===== src/rtl/ex_pkg.sv =====
// ex_pkg: shared ALU opcodes and datapath widths for the execute stage
package ex_pkg;
  localparam int XLEN = 32;
  localparam int REG_W = 5;
  typedef enum logic [3:0] {
    ALU_ADD = 4'd0,
    ALU_SUB = 4'd1,
    ALU_AND = 4'd2,
    ALU_OR  = 4'd3,
    ALU_NOR = 4'd4,
    ALU_SLL = 4'd5,
    ALU_SRL = 4'd6,
    ALU_SLT = 4'd7
  } alu_op_t;
endpackage


===== src/rtl/alu_core.sv =====
// alu_core: combinational ALU datapath with signed add/sub overflow detection
module alu_core
  import ex_pkg::*;
(
  input  logic [3:0]      alu_op,
  input  logic            use_sign,
  input  logic [XLEN-1:0] a,
  input  logic [XLEN-1:0] b,
  input  logic [4:0]      shamt,
  output logic [XLEN-1:0] result,
  output logic            overflow
);
  logic [XLEN-1:0] sum, diff;
  logic lt, ovf_add, ovf_sub;
  assign sum = a + b;
  assign diff = a - b;
  assign lt = use_sign ? ($signed(a) < $signed(b)) : (a < b);
  assign ovf_add = (a[XLEN-1] == b[XLEN-1]) && (sum[XLEN-1] != a[XLEN-1]);
  assign ovf_sub = (a[XLEN-1] != b[XLEN-1]) && (diff[XLEN-1] != a[XLEN-1]);
  assign overflow = use_sign && ((alu_op == ALU_ADD && ovf_add) || (alu_op == ALU_SUB && ovf_sub));
  // opcode select; codes 8-15 yield zero
  always_comb begin
    result = '0;
    case (alu_op)
      ALU_ADD: result = sum;
      ALU_SUB: result = diff;
      ALU_AND: result = a & b;
      ALU_OR:  result = a | b;
      ALU_NOR: result = ~(a | b);
      ALU_SLL: result = b << shamt;
      ALU_SRL: result = b >> shamt;
      ALU_SLT: result = {{(XLEN-1){1'b0}}, lt};
      default: result = '0;
    endcase
  end
endmodule


===== src/rtl/execute_stage.sv =====
// execute_stage: ALU stage feeding EX/MEM; define EX_FORWARD_EN to build in the EX-to-EX bypass
module execute_stage
  import ex_pkg::*;
(
  input  logic             clk,
  input  logic             rst,
  input  logic             id_valid,
  input  logic             stall,
  input  logic             flush,
  input  logic [3:0]       alu_op,
  input  logic             use_sign,
  input  logic [XLEN-1:0]  op_a,
  input  logic [XLEN-1:0]  op_b,
  input  logic [4:0]       shamt,
  input  logic [REG_W-1:0] src_a,
  input  logic [REG_W-1:0] src_b,
  input  logic [REG_W-1:0] dest,
  input  logic             reg_write,
  input  logic             ovf_clear,
  output logic             ex_valid,
  output logic [XLEN-1:0]  ex_result,
  output logic             ex_zero,
  output logic [REG_W-1:0] ex_dest,
  output logic             ex_reg_write,
  output logic             ex_overflow,
  output logic             ovf_sticky
);
  logic [XLEN-1:0] a, b, res;
  logic ovf, cap_ovf;
`ifdef EX_FORWARD_EN
  logic fwd_ok;
  assign fwd_ok = ex_valid && ex_reg_write && ex_dest != '0;
  assign a = (fwd_ok && src_a == ex_dest) ? ex_result : op_a;
  assign b = (fwd_ok && src_b == ex_dest) ? ex_result : op_b;
`else
  logic unused_src;
  assign unused_src = ^{src_a, src_b};
  assign a = op_a;
  assign b = op_b;
`endif
  alu_core u_alu (
    .alu_op   (alu_op),
    .use_sign (use_sign),
    .a        (a),
    .b        (b),
    .shamt    (shamt),
    .result   (res),
    .overflow (ovf)
  );
  assign cap_ovf = id_valid && ovf;
  // EX/MEM register: reset beats flush beats stall beats capture; sticky set wins over clear
  always_ff @(posedge clk) begin
    if (rst) begin
      ex_valid <= 1'b0;
      ex_result <= '0;
      ex_zero <= 1'b1;
      ex_dest <= '0;
      ex_reg_write <= 1'b0;
      ex_overflow <= 1'b0;
      ovf_sticky <= 1'b0;
    end else if (flush) begin
      ex_valid <= 1'b0;
      ex_result <= '0;
      ex_zero <= 1'b1;
      ex_reg_write <= 1'b0;
      ex_overflow <= 1'b0;
      ovf_sticky <= ovf_sticky && !ovf_clear;
    end else if (stall) begin
      ovf_sticky <= ovf_sticky && !ovf_clear;
    end else begin
      ex_valid <= id_valid;
      ex_result <= res;
      ex_zero <= res == '0;
      ex_dest <= dest;
      ex_reg_write <= id_valid && reg_write && !ovf;
      ex_overflow <= cap_ovf;
      ovf_sticky <= cap_ovf || (ovf_sticky && !ovf_clear);
    end
  end
endmodule


===== config.mk =====
export PLATFORM = sky130hd
export DESIGN_NAME = execute_stage
export DESIGN_NICKNAME = d
export VERILOG_FILES = /design/src/rtl/ex_pkg.sv /design/src/rtl/alu_core.sv /design/src/rtl/execute_stage.sv
export SDC_FILE = /design/constraint.sdc
export NUM_CORES = 1
export LEC_CHECK = 0
export BUFFER_PORTS_ARGS = -buffer_cell sky130_fd_sc_hd__buf_4
export CORE_ASPECT_RATIO = 1.1
export CORE_MARGIN = 4
export CORE_UTILIZATION = 43
export CTS_CLUSTER_SIZE = 40
export DETAILED_ROUTE_END_ITERATION = 8
export SLEW_MARGIN = 20
export SYNTH_ARGS = -nofsm -noshare
export SYNTH_HDL_FRONTEND = slang
export SYNTH_HIERARCHICAL = 1
export SYNTH_SLANG_ARGS = --single-unit
export TNS_END_PERCENT = 1

===== constraint.sdc =====
create_clock -name clk -period 9.35 [get_ports clk]
set_input_delay 0.935 -clock clk [delete_from_list [all_inputs] [get_ports clk]]
set_output_delay 0.935 -clock clk [all_outputs]
set_load 0.005 [all_outputs]

* Word-level counts from Yosys, hierarchy flattened
Index checks and enable logic that the tools add are counted.
** Operators by class
- Order comparisons :: 2
- Multiplexer cells :: 4
- Add/subtract/negate cells :: 2
- Shifts and indexed selects :: 2
- Bitwise operators :: 5
- Reduce and logical (&&, ||, !) cells :: 17
- Equality and inequality tests :: 11
** Operators by type and width (count)
- $pmux 32 s8 :: 1
- $lt 32x32->1 :: 2
- $add 32x32->32 :: 1
- $and 32x32->32 :: 1
- $logic_not 32->1 :: 1
- $not 32->32 :: 1
- $or 32x32->32 :: 1
- $shl 32x5->32 :: 1
- $shr 32x5->32 :: 1
- $sub 32x32->32 :: 1
- $eq 4x3->1 const B :: 4
- $logic_and 1x1->1 :: 9
- $eq 4x2->1 const B :: 2
- $eq 4x1->1 const B :: 1
- $logic_not 4->1 :: 1
- $mux 1 :: 3
- $ne 1x1->1 :: 3
- $logic_not 1->1 :: 2
- $logic_or 1x1->1 :: 2
- $not 1->1 :: 2
- $reduce_and 2->1 :: 1
- $reduce_or 2->1 :: 1
- $eq 1x1->1 :: 1
** Word-level totals
- Input bits :: 96
- Bits in registers :: 42

* Longest topological paths before layout
Gate-level depths: netlist of run 1.
- Depth in word-level cells :: 10
- Depth in mapped cells :: 16

* Hierarchy
Netlist of run 1, hierarchy kept.
** Modules (own cells, without submodules)
- alu_core :: instances 1, cells an instance 1206, area an instance 7891.3 µm²
- execute_stage :: instances 1, cells an instance 157, area an instance 1562.7 µm²

* Least setup slack after synthesis of run 1
OpenSTA, ideal clock, no wires.
- Path kind :: input-to-reg
- From :: in op_a[0]
- To :: reg ex_zero
- Path slack :: 5.488 ns
- Stages on the path :: 16
- Path buffers :: 0
- Library setup time :: 0.087 ns
- Data arrival time :: 3.775 ns
- Path through :: inv_1 -> ha_1 -> inv_1 -> fa_1 -> nor3b_1 -> o31ai_1 -> nand2_1 -> a41oi_1 -> a21oi_1 -> or2_1 -> nand2_1 -> o21ai_0 -> or3b_1 -> nor4_1 -> nand4_1 -> o31ai_1
** RTL lines
- from (decl) :: RTL line execute_stage.sv:12 : input logic [XLEN-1:0] op_a,
- $sub 32x32->32 or $add 32x32->32 (tied branches) :: RTL line alu_core.sv:16, alu_core.sv:15
- $pmux 32 s8 * :: RTL line alu_core.sv:24 : case (alu_op)
- named net res[20] :: RTL line execute_stage.sv:28 : logic [XLEN-1:0] a, b, res;
- $logic_not 32->1 * :: RTL line execute_stage.sv:73 : ex_zero <= res == '0;
- to (signal assigned) :: RTL line execute_stage.sv:56 : ex_zero <= 1'b1;
- to (signal assigned) :: RTL line execute_stage.sv:64 : ex_zero <= 1'b1;
- to (signal assigned) :: RTL line execute_stage.sv:73
- to (decl) :: RTL line execute_stage.sv:22 : output logic ex_zero,
Mark *: on every way through the listed nets, which the timed path passes. The rest lies on a longest branch.
A chain may end at the register's enable or synchronous reset.

* Worst setup path in the final report of run 1
Same ends and word-level chain as after synthesis.

==> results.yml, run 1 <==
worst_hold_path:
  hold-path-cell-count: 2
  hold_path_end: "ex_overflow"
  hold_class: "register to register"
  worstHoldStart: "ex_overflow"
worst_setup_path:
  crit_type: "input port to register"
  crit_path_max_incr_delay_ps: 590
  worstPathRequired_ps: 9550
  end_kind: "register"
  reg2regPathDepth: 2
  critPathArrivalTime_ps: 5130
  cp_slowest_cell: "o21ai_0"
  crit_path_cell_trace: "buf_4 > inv_1 > ha_1 > inv_1 > fa_1 > nor3b_1 > o31ai_1 > nand2_1 > a41oi_1 > a21oi_1 > o21ai_0 > a21oi_1 > nand4_1 > o311ai_1 > nor4_1 > nand4_1 > o31ai_1"
  cp_max_fo: 3
  r2r_end: "ex_result[31]"
  reg2reg_from: "ex_result[31]"
  r2r_setup_slack_ps: 8720
  cp-start-kind: "input port"
route:
  vias: 10844
  wire_per_inst_um: 23.0
  drtIter0Drc: 1197
  firstDrtPassIters: 6
  wl_mm: 39.0
  via_per_inst: 6.39
  remaining_drc_errors: 0
  final_antenna_net_count: 0
pwr:
  p_per_area_nw_per_um2: 88.3
  vdd_drop_max_mv: 0.0771
  p_leak_nw: 4.71
timing:
  finalHoldWorstSlack_ps: 469
  hold_viol_final: 0
  rsz0062_at_grt: "no"
  final.setup.tns_ps: 0
  finalWorstSetupSlack_ps: 4420
  period_minus_slack_ps: 4930
  max_slew_margin_pct: 27.4
  fmax_mhz: 203
  drv_slew: 0
  setup_violations: 0
  finClkSkew_ps: 0
  fin_crit_sh_pct: 52.7
  worst_slew_pin_slew_ps: 1080
layout:
  final_common_cell: "nor2_1"
  layout_common_cells: "nor2_1 (170), buf_4 (138), a21oi_1 (119)"
  area_growth_pct: 12.1
  multi_input_area_um2: 7820
  drive_above_1_share_pct: 13.9
  nNetsFinal: 1604
  diodes: 0
  seqCellArea_um2: 841
  nFillCells: 2301
floorplan:
  die_x_um: 149
  die_area_um2: 24400
  rows: 56
  start_util_pct: 44.0
  io_pins: 138
  core_um2: 21500
  die_h_um: 164
global_route:
  globalRouteTotalUtil_pct: 30.3
  grt_overflow_total: 0
  grt_max_degree: 71
  antenna_found_initial: 1
  grt_pass1_wl_mm: 57.9
  grt_pass1_vias: 9774
synth:
  synth-edff-count: 0
  synth_cell_type_count: 83
  syn_inst: 1363
  ys_warn_count: 6
  syn_area_per_cell_um2: 6.94
  synth_ff_type: "dfxtp_1"
  mappedNetlistNets: 1561
  synth_async_sr_flop_share_pct: 0
  yosysSeqAreaShare_pct: 8.89
  netlist_area_um2: 9450
  ys_ff_latch: 42
clock_network:
  clock_latency_ps: 280
  root_buffer: "clkbuf_16"
  clk_pin_slew_ps: 60
  cts_sinks: 42
  cts_tree: "built"
  cts_setup_buffers: 0
  post_cts_resized: 0
  cts_hold_buffers: 0
  htree_levels: 2
  cts_buffers: 5
  cts_buffer_depth: 2
placed_design:
  port-buffer-count: 127
  hpwl_mm: 31.1
  gp_congestion: 0.973
  place_worst_setup_slack_ps: 4030
run_status:
  status: "complete, no violations"
run:
  maxCapViolCount: 0
## worst max-delay path: cells and delay by family
kind / cells / cell delay [ps]
compound gates: 7 / 2380
simple gates: 5 / 1000
fa+ha+maj: 2 / 560
buf+inv: 3 / 250
## metal layers
layer  up-vias  part of all wire (%)  GRT usage (%)
met1      5148                    44           43.0
met2       540                    45           48.7
met3        69                   8.0           4.00
met5         -                 0.044              0
li1       5085                     -              -
met4         2                   2.6           7.70
## stage by stage
step	util, %	area [µm²]	total power [mW]	std cells
detailed placement	48.5	10400	0.732	1689
floorplan	-	9450	0.550	1363
global route	49.3	10600	0.991	1697
global placement	48.5	10400	0.731	1689
CTS	49.3	10600	0.928	1697
finish	49.3	10600	0.936	1697
## flip-flops by register name (all words and copies together), names as in the netlist
| name | flops |
|---|---|
| ex_result | 32 |
| ex_reg_write | 1 |
| ovf_sticky | 1 |
| ex_zero | 1 |
| ex_overflow | 1 |
| ex_valid | 1 |
| ex_dest | 5 |
## logic make-up (layout without fill, tap and decap cells)
logic type	Yosys count	in the layout	synth area share [%]
buffers and inverters	201	245	8.55
XOR/XNOR	23	23	2.13
multiplexers	112	112	14.5
AO/OA/AOI/OAI	468	468	32.3
AND/OR/NAND/NOR	415	415	20.0
adder cells (fa/ha/maj)	102	102	13.7
flip-flops	42	42	8.89
## how the worst max path moves through the flow
stage / startpoint / end / slack [ps]
floorplan: op_a[0] / ex_zero / 5490
global placement: op_a[0] / ex_zero / 4030
detailed placement: op_a[0] / ex_zero / 4030
CTS: op_a[0] / ex_zero / 4320
global route: op_a[0] / ex_zero / 4210
finish: op_a[0] / ex_zero / 4420
## cells in the mapped netlist, types with 5 or more instances
| cell | instances | area (µm²) |
|---|---|---|
| a211o_1 | 6 | 52.6 |
| a211oi_1 | 30 | 225 |
| a21o_1 | 19 | 143 |
| a21oi_1 | 119 | 596 |
| a221o_1 | 5 | 50.1 |
| a221oi_1 | 28 | 245 |
| a22oi_1 | 7 | 52.6 |
| a31oi_1 | 17 | 106 |
| and2_1 | 7 | 43.8 |
| and3_1 | 6 | 37.5 |
| buf_1 | 12 | 45.0 |
| buf_2 | 27 | 135 |
| clkbuf_1 | 59 | 221 |
| dfxtp_1 | 42 | 841 |
| ha_1 | 100 | 1250 |
| inv_1 | 95 | 357 |
| mux2_2 | 9 | 101 |
| mux2i_1 | 84 | 841 |
| mux4_2 | 19 | 428 |
| nand2_1 | 109 | 409 |
| nand2b_1 | 9 | 56.3 |
| nand3_1 | 28 | 140 |
| nand4_1 | 10 | 62.6 |
| nor2_1 | 170 | 638 |
| nor2b_1 | 11 | 68.8 |
| nor3_1 | 18 | 90.1 |
| nor4_1 | 15 | 93.8 |
| o2111ai_1 | 5 | 43.8 |
| o211ai_1 | 26 | 195 |
| o21a_1 | 8 | 60.1 |
| o21ai_0 | 115 | 576 |
| o21bai_1 | 12 | 90.1 |
| o22ai_1 | 12 | 75.1 |
| o31ai_1 | 13 | 97.6 |
| or2_2 | 5 | 31.3 |
| or3_1 | 5 | 31.3 |
| or4_1 | 5 | 37.5 |
| xnor2_1 | 20 | 175 |
## power breakdown
part / switching, mW / leakage, nW / internal, mW
combinational: 0.356 / 4.29 / 0.203
sequential: 0.00232 / 0.340 / 0.184
clock: 0.0649 / 0.0781 / 0.126
## area by class of cell
cell class	instances	share of cell area, %
clock inverter	1	0.283
multi-input combinational	1120	73.8
sequential	42	7.93
tap	290	3.42
clock buffer	7	1.25
timing repair buffer	138	9.78
inverter	99	3.51
(Power assumes the default switching activity.)
==> run 2, diff against run 1 <==
- ABC_AREA: unset -> 1
- clock period: 9.35 -> 4.2 ns (I/O delays scaled with it)
==> results.yml, run 2 <==
synth:
  synthTopCellsByCount: "nand2_1 (635), nand3_1 (306), inv_1 (268), nor2_1 (205), a21oi_1 (134)"
  mappedNetlistNets: 2316
  synth_cell_type_count: 51
  ys_warn_count: 6
  syn_inst: 2118
  synth_async_sr_flop_share_pct: 0
  synth_area_leader_cell: "nand2_1"
  synth.most_common_cell: "nand2_1"
  netlist_area_um2: 11100
  synth_ff_type: "dfxtp_1"
  ys_ff_latch: 42
  synth.area.top_cells: "nand2_1 (21%), nand3_1 (14%), ha_1 (11%), inv_1 (9.1%), dfxtp_1 (7.6%)"
  yosysSeqAreaShare_pct: 7.58
  syn_area_per_cell_um2: 5.24
  synth-edff-count: 0
  synth_top_area_share_pct: 21.5
layout:
  nNetsFinal: 2378
  layout_common_cells: "nand2_1 (635), nand3_1 (306), inv_1 (268)"
  seqCellArea_um2: 841
  fin_util_pct: 48.6
  area_growth_pct: 10.9
  regMostFlops: "ex_result"
  reg.largest.list: "ex_result: 32 flops, ex_dest: 5 flops"
  final_common_cell: "nand2_1"
  multi_input_area_um2: 8660
  diodes: 0
  drive_above_1_share_pct: 9.35
  nFillCells: 2967
  largest_reg_flops: 32
clock_network:
  root_buffer: "clkbuf_16"
  cts_hold_buffers: 0
  cts_buffers: 5
  clk_pin_slew_ps: 70
  post_cts_resized: 0
  htree_levels: 2
  cts_buffer_depth: 2
  cts_tree: "built"
  cts_sinks: 42
  cts_setup_buffers: 0
  clock_latency_ps: 290
route:
  remaining_drc_errors: 0
  via_per_inst: 5.79
  final_antenna_net_count: 0
  vias: 14637
  wl_mm: 52.9
  drtIter0Drc: 1721
  wire_per_inst_um: 20.9
  firstDrtPassIters: 7
global_route:
  grt_pass1_wl_mm: 77.3
  grt_overflow_total: 0
  grt_pass1_vias: 13146
  globalRouteTotalUtil_pct: 35.5
  grt_max_degree: 61
  antenna_found_initial: 1
timing:
  finClkSkew_ps: 0
  finalHoldWorstSlack_ps: 348
  rsz0062_at_grt: "no"
  setup_violations: 0
  period_minus_slack_ps: 3230
  final.setup.tns_ps: 0
  worst_slew_pin_slew_ps: 957
  drv_slew: 0
  max_slew_margin_pct: 36.2
  fmax_mhz: 310
  hold_viol_final: 0
  finalWorstSetupSlack_ps: 973
  fin_crit_sh_pct: 76.8
pwr:
  comb_power_share_pct: 61.9
  internal-power_mw: 1.12
  p_per_area_nw_per_um2: 183
  p_clk_share_pct: 19.7
  power_frac_seq_pct: 18.5
  finalPower_mw: 2.26
  power_switching_mw: 1.14
  p_leak_nw: 6.48
  swShare_pct: 50.4
  vdd_drop_max_mv: 0.209
placed_design:
  gp_congestion: 1.01
  place_worst_setup_slack_ps: 784
  hpwl_mm: 44.4
  port-buffer-count: 127
run:
  maxCapViolCount: 0
worst_setup_path:
  worstPathRequired_ps: 4420
  end_kind: "register"
  cp_slowest_cell: "o21ai_0"
  crit_type: "input port to register"
  crit_path_cell_trace: "buf_4 > inv_1 > ha_1 > inv_1 > nand2_1 > nand2_1 > inv_1 > nand3_1 > o21ai_0 > nand2_1 > inv_1 > nand3_1 > nor2_1 > nand2_1 > nor2_1 > nand3_1 > o21bai_1"
  critPathArrivalTime_ps: 3450
  crit_path_max_incr_delay_ps: 620
  cp-start-kind: "input port"
  cp_max_fo: 9
floorplan:
  rows: 61
  die_x_um: 161
  start_util_pct: 43.8
  die_area_um2: 28400
  die_h_um: 176
  io_pins: 138
  core_um2: 25300
worst_hold_path:
  hold_class: "input port to register"
run_status:
  status: "complete, no violations"
-- run 2: changes by cell type after synthesis, moves of 22 or more --
cell | previous run | this run
o21ai_0 | 115 | 90
mux2i_1 | 84 | 5
inv_1 | 95 | 268
clkbuf_1 | 59 | 20
o21ai_1 | 2 | 35
nand2_1 | 109 | 635
a211oi_1 | 30 | 4
nor2_1 | 170 | 205
nand4_1 | 10 | 32
nand3_1 | 28 | 306
buf_2 | 27 | 49
-- run 2: stage by stage --
step	cell area [µm²]	cells
floorplan	11100	2118
global placement	12100	2519
detailed placement	12100	2519
CTS	12300	2527
global route	12300	2527
finish	12300	2527
-- run 2: final cells by class --
type,instances,area share (%)
multi-input combinational,1698,70.4
timing repair buffer,152,9.37
inverter,281,8.57
sequential,42,6.83
tap,346,3.52
clock buffer,6,1.05
clock inverter,2,0.305
-- run 2: layer usage --
metal  wire (µm)  global-route usage, %  vias up
li1            -                      -     7021
met4        2670                   14.3        2
met3        4250                   3.71      100
met1       22500                   49.1     6815
met2       23400                   56.5      699
met5          13                      0        -
-- run 2: cell families (layout without fill, tap and decap cells) --
| group | Yosys count | in the layout | synth area share [%] |
|---|---|---|---|
| simple gates | 1234 | 1234 | 47.2 |
| buf+inv | 378 | 441 | 14.4 |
| compound gates | 354 | 354 | 18.5 |
| fa+ha+maj | 102 | 102 | 11.6 |
| flops | 42 | 42 | 7.58 |
| mux | 5 | 5 | 0.451 |
| xor+xnor | 3 | 3 | 0.237 |
-- run 2: worst paths after layout --
kind,end,startpoint,slack [ps],cells after the start
min,ex_dest[4],rst,350,2
min reg2reg,ex_dest[4],ex_dest[4],460,2
max,ex_zero,op_b[4],970,17
max reg2reg,ex_zero,ex_zero,3490,3
-- run 2: worst max-delay path, delay by kind of cell --
| family | cells | cell delay, ps |
|---|---|---|
| buf+inv | 5 | 530 |
| compound gates | 2 | 740 |
| simple gates | 9 | 1240 |
| fa+ha+maj | 1 | 500 |
-- run 2: power by group through the flow --
| stage | registers [mW] | logic [mW] | clock network, mW |
|---|---|---|---|
| 4_1_cts | 0.417 | 1.35 | 0.445 |
| 3_3_place_gp | 0.426 | 1.34 | 0 |
| 3_5_place_dp | 0.426 | 1.35 | 0 |
| 5_1_grt | 0.418 | 1.52 | 0.466 |
| 6_report | 0.417 | 1.40 | 0.443 |
| 2_1_floorplan | 0.426 | 0.887 | 0 |
==> run 3, diff against run 2 <==
- ABC_AREA: 1 -> 0
- clock period: 4.2 -> 3.3 ns (I/O delays scaled with it)
==> results.yml, run 3 (synthesized netlist as in run 1, its figures left out) <==
clock_network:
  cts_sinks: 42
  clk_pin_slew_ps: 60
  clock_latency_ps: 280
  root_buffer: "clkbuf_16"
  cts_hold_buffers: 0
  cts_tree: "built"
  htree_levels: 2
  cts_buffers: 5
  cts_buffer_depth: 2
route:
  drtIter0Drc: 1250
  wire_per_inst_um: 21.8
  via_per_inst: 6.00
  wl_mm: 44.2
  remaining_drc_errors: 0
  final_antenna_net_count: 0
  firstDrtPassIters: 9
  vias: 12167
worst_setup_path:
  worstPathRequired_ps: 3500
  end_kind: "register"
  crit_path_max_incr_delay_ps: 390
  crit_type: "input port to register"
  cp_common_cell: "buf_4"
  critPathArrivalTime_ps: 3490
  crit_path_cell_trace: "buf_4 > inv_1 > ha_1 > buf_4 > nor2b_2 > o31ai_2 > buf_4 > a2111oi_4 > o21ai_2 > o21a_1 > buf_4 > nor4_2 > nor2_1 > xnor2_1 > o21ai_1 > nor4_2 > nand2_1 > o31ai_1"
  cp_slowest_cell: "a2111oi_4"
  cp_max_fo: 6
  cp-start-kind: "input port"
timing:
  drv_slew: 0
  final.setup.tns_ps: 0
  finClkSkew_ps: 0
  finalHoldWorstSlack_ps: 257
  max_slew_margin_pct: 50.4
  setup_violations: 0
  hold_viol_final: 0
  fin_crit_sh_pct: 99.7
  worst_slew_pin_slew_ps: 744
  rsz0062_at_grt: "yes"
  fmax_mhz: 304
  period_minus_slack_ps: 3290
layout:
  layout_common_cells: "buf_4 (462), nor2_1 (170), a21oi_1 (115)"
  diodes: 0
  fin_util_pct: 62.7
  reg.largest.list: "ex_result: 32 flops, ex_dest: 5 flops"
  nNetsFinal: 1937
  drive_above_1_share_pct: 32.9
  regMostFlops: "ex_result"
  largest_reg_flops: 32
  final_common_cell: "buf_4"
  area_growth_pct: 42.6
run_status:
  status: "complete, no violations"
floorplan:
  start_util_pct: 44.0
  die_area_um2: 24400
  io_pins: 138
  die_h_um: 164
  die_x_um: 149
  core_um2: 21500
  rows: 56
global_route:
  grt_pass1_vias: 11336
  grt_pass1_wl_mm: 65.8
  grt_max_degree: 48
  globalRouteTotalUtil_pct: 34.7
  antenna_found_initial: 1
  grt_overflow_total: 0
worst_hold_path:
  hold_class: "input port to register"
pwr:
  internal-power_mw: 1.86
  power_frac_seq_pct: 16.3
  p_leak_nw: 6.40
  finalPower_mw: 3.23
  vdd_drop_max_mv: 0.176
  p_clk_share_pct: 17.5
  p_per_area_nw_per_um2: 240
  swShare_pct: 42.4
  power_switching_mw: 1.37
  comb_power_share_pct: 66.1
run:
  maxCapViolCount: 0
placed_design:
  gp_congestion: 1.05
  port-buffer-count: 127
  hpwl_mm: 37.1
[run 3: final timing paths]
check,start,endpoint,slack [ps],cells past startpoint
setup / recovery,op_b[3],ex_zero,10,18
hold / removal,rst,ex_dest[4],260,2
setup reg to reg,ex_result[1],ex_result[1],2640,2
hold reg to reg,ex_overflow,ex_overflow,470,2
[run 3: routing by layer]
layer / vias up / global-route usage, % / part of all wire (%)
li1: 5727 / - / -
met4: 2 / 9.24 / 2.9
met2: 604 / 56.1 / 45
met3: 70 / 3.30 / 8.2
met1: 5764 / 49.4 / 44
met5: - / 0 / 0.029
[run 3: critical path: cells and delay by family]
family,cells,cell delay (ps)
compound gates,6,1170
buf+inv,5,690
simple gates,5,870
xor+xnor,1,140
fa+ha+maj,1,280
[run 3: power by group through the flow]
stage,combinational (mW),clock [mW],sequential [mW]
floorplan,1.02,0,0.539
global placement,2.00,0,0.538
detailed placement,2.00,0,0.539
CTS,2.04,0.580,0.528
global route,2.28,0.593,0.529
finish,2.14,0.566,0.528
[run 3: through the flow]
step	instances	setup WS, ps	cell area (µm²)
final	2029	9.56	13500
after global routing	2029	-227	13500
after CTS	2026	3.57	13300
after detailed placement	2019	-577	13000
after global placement	2019	-504	13000
after floorplan	1363	43.4	9450
[run 3: repair_timing]
action	4_1_cts	5_1_grt
pin swaps	10	25
gates resized for setup	24	39
endpoints found under the setup margin	5	9
setup buffers	0	3
[run 3: cell type report]
| cell class | count | area [µm²] |
|---|---|---|
| Clock buffer | 6 | 139 |
| Clock inverter | 1 | 30.0 |
| Fill cell | 2014 | 8030 |
| Inverter | 99 | 374 |
| Multi-Input combinational cell | 1120 | 8120 |
| Sequential cell | 42 | 841 |
| Tap cell | 290 | 363 |
| Timing Repair Buffer | 471 | 3610 |
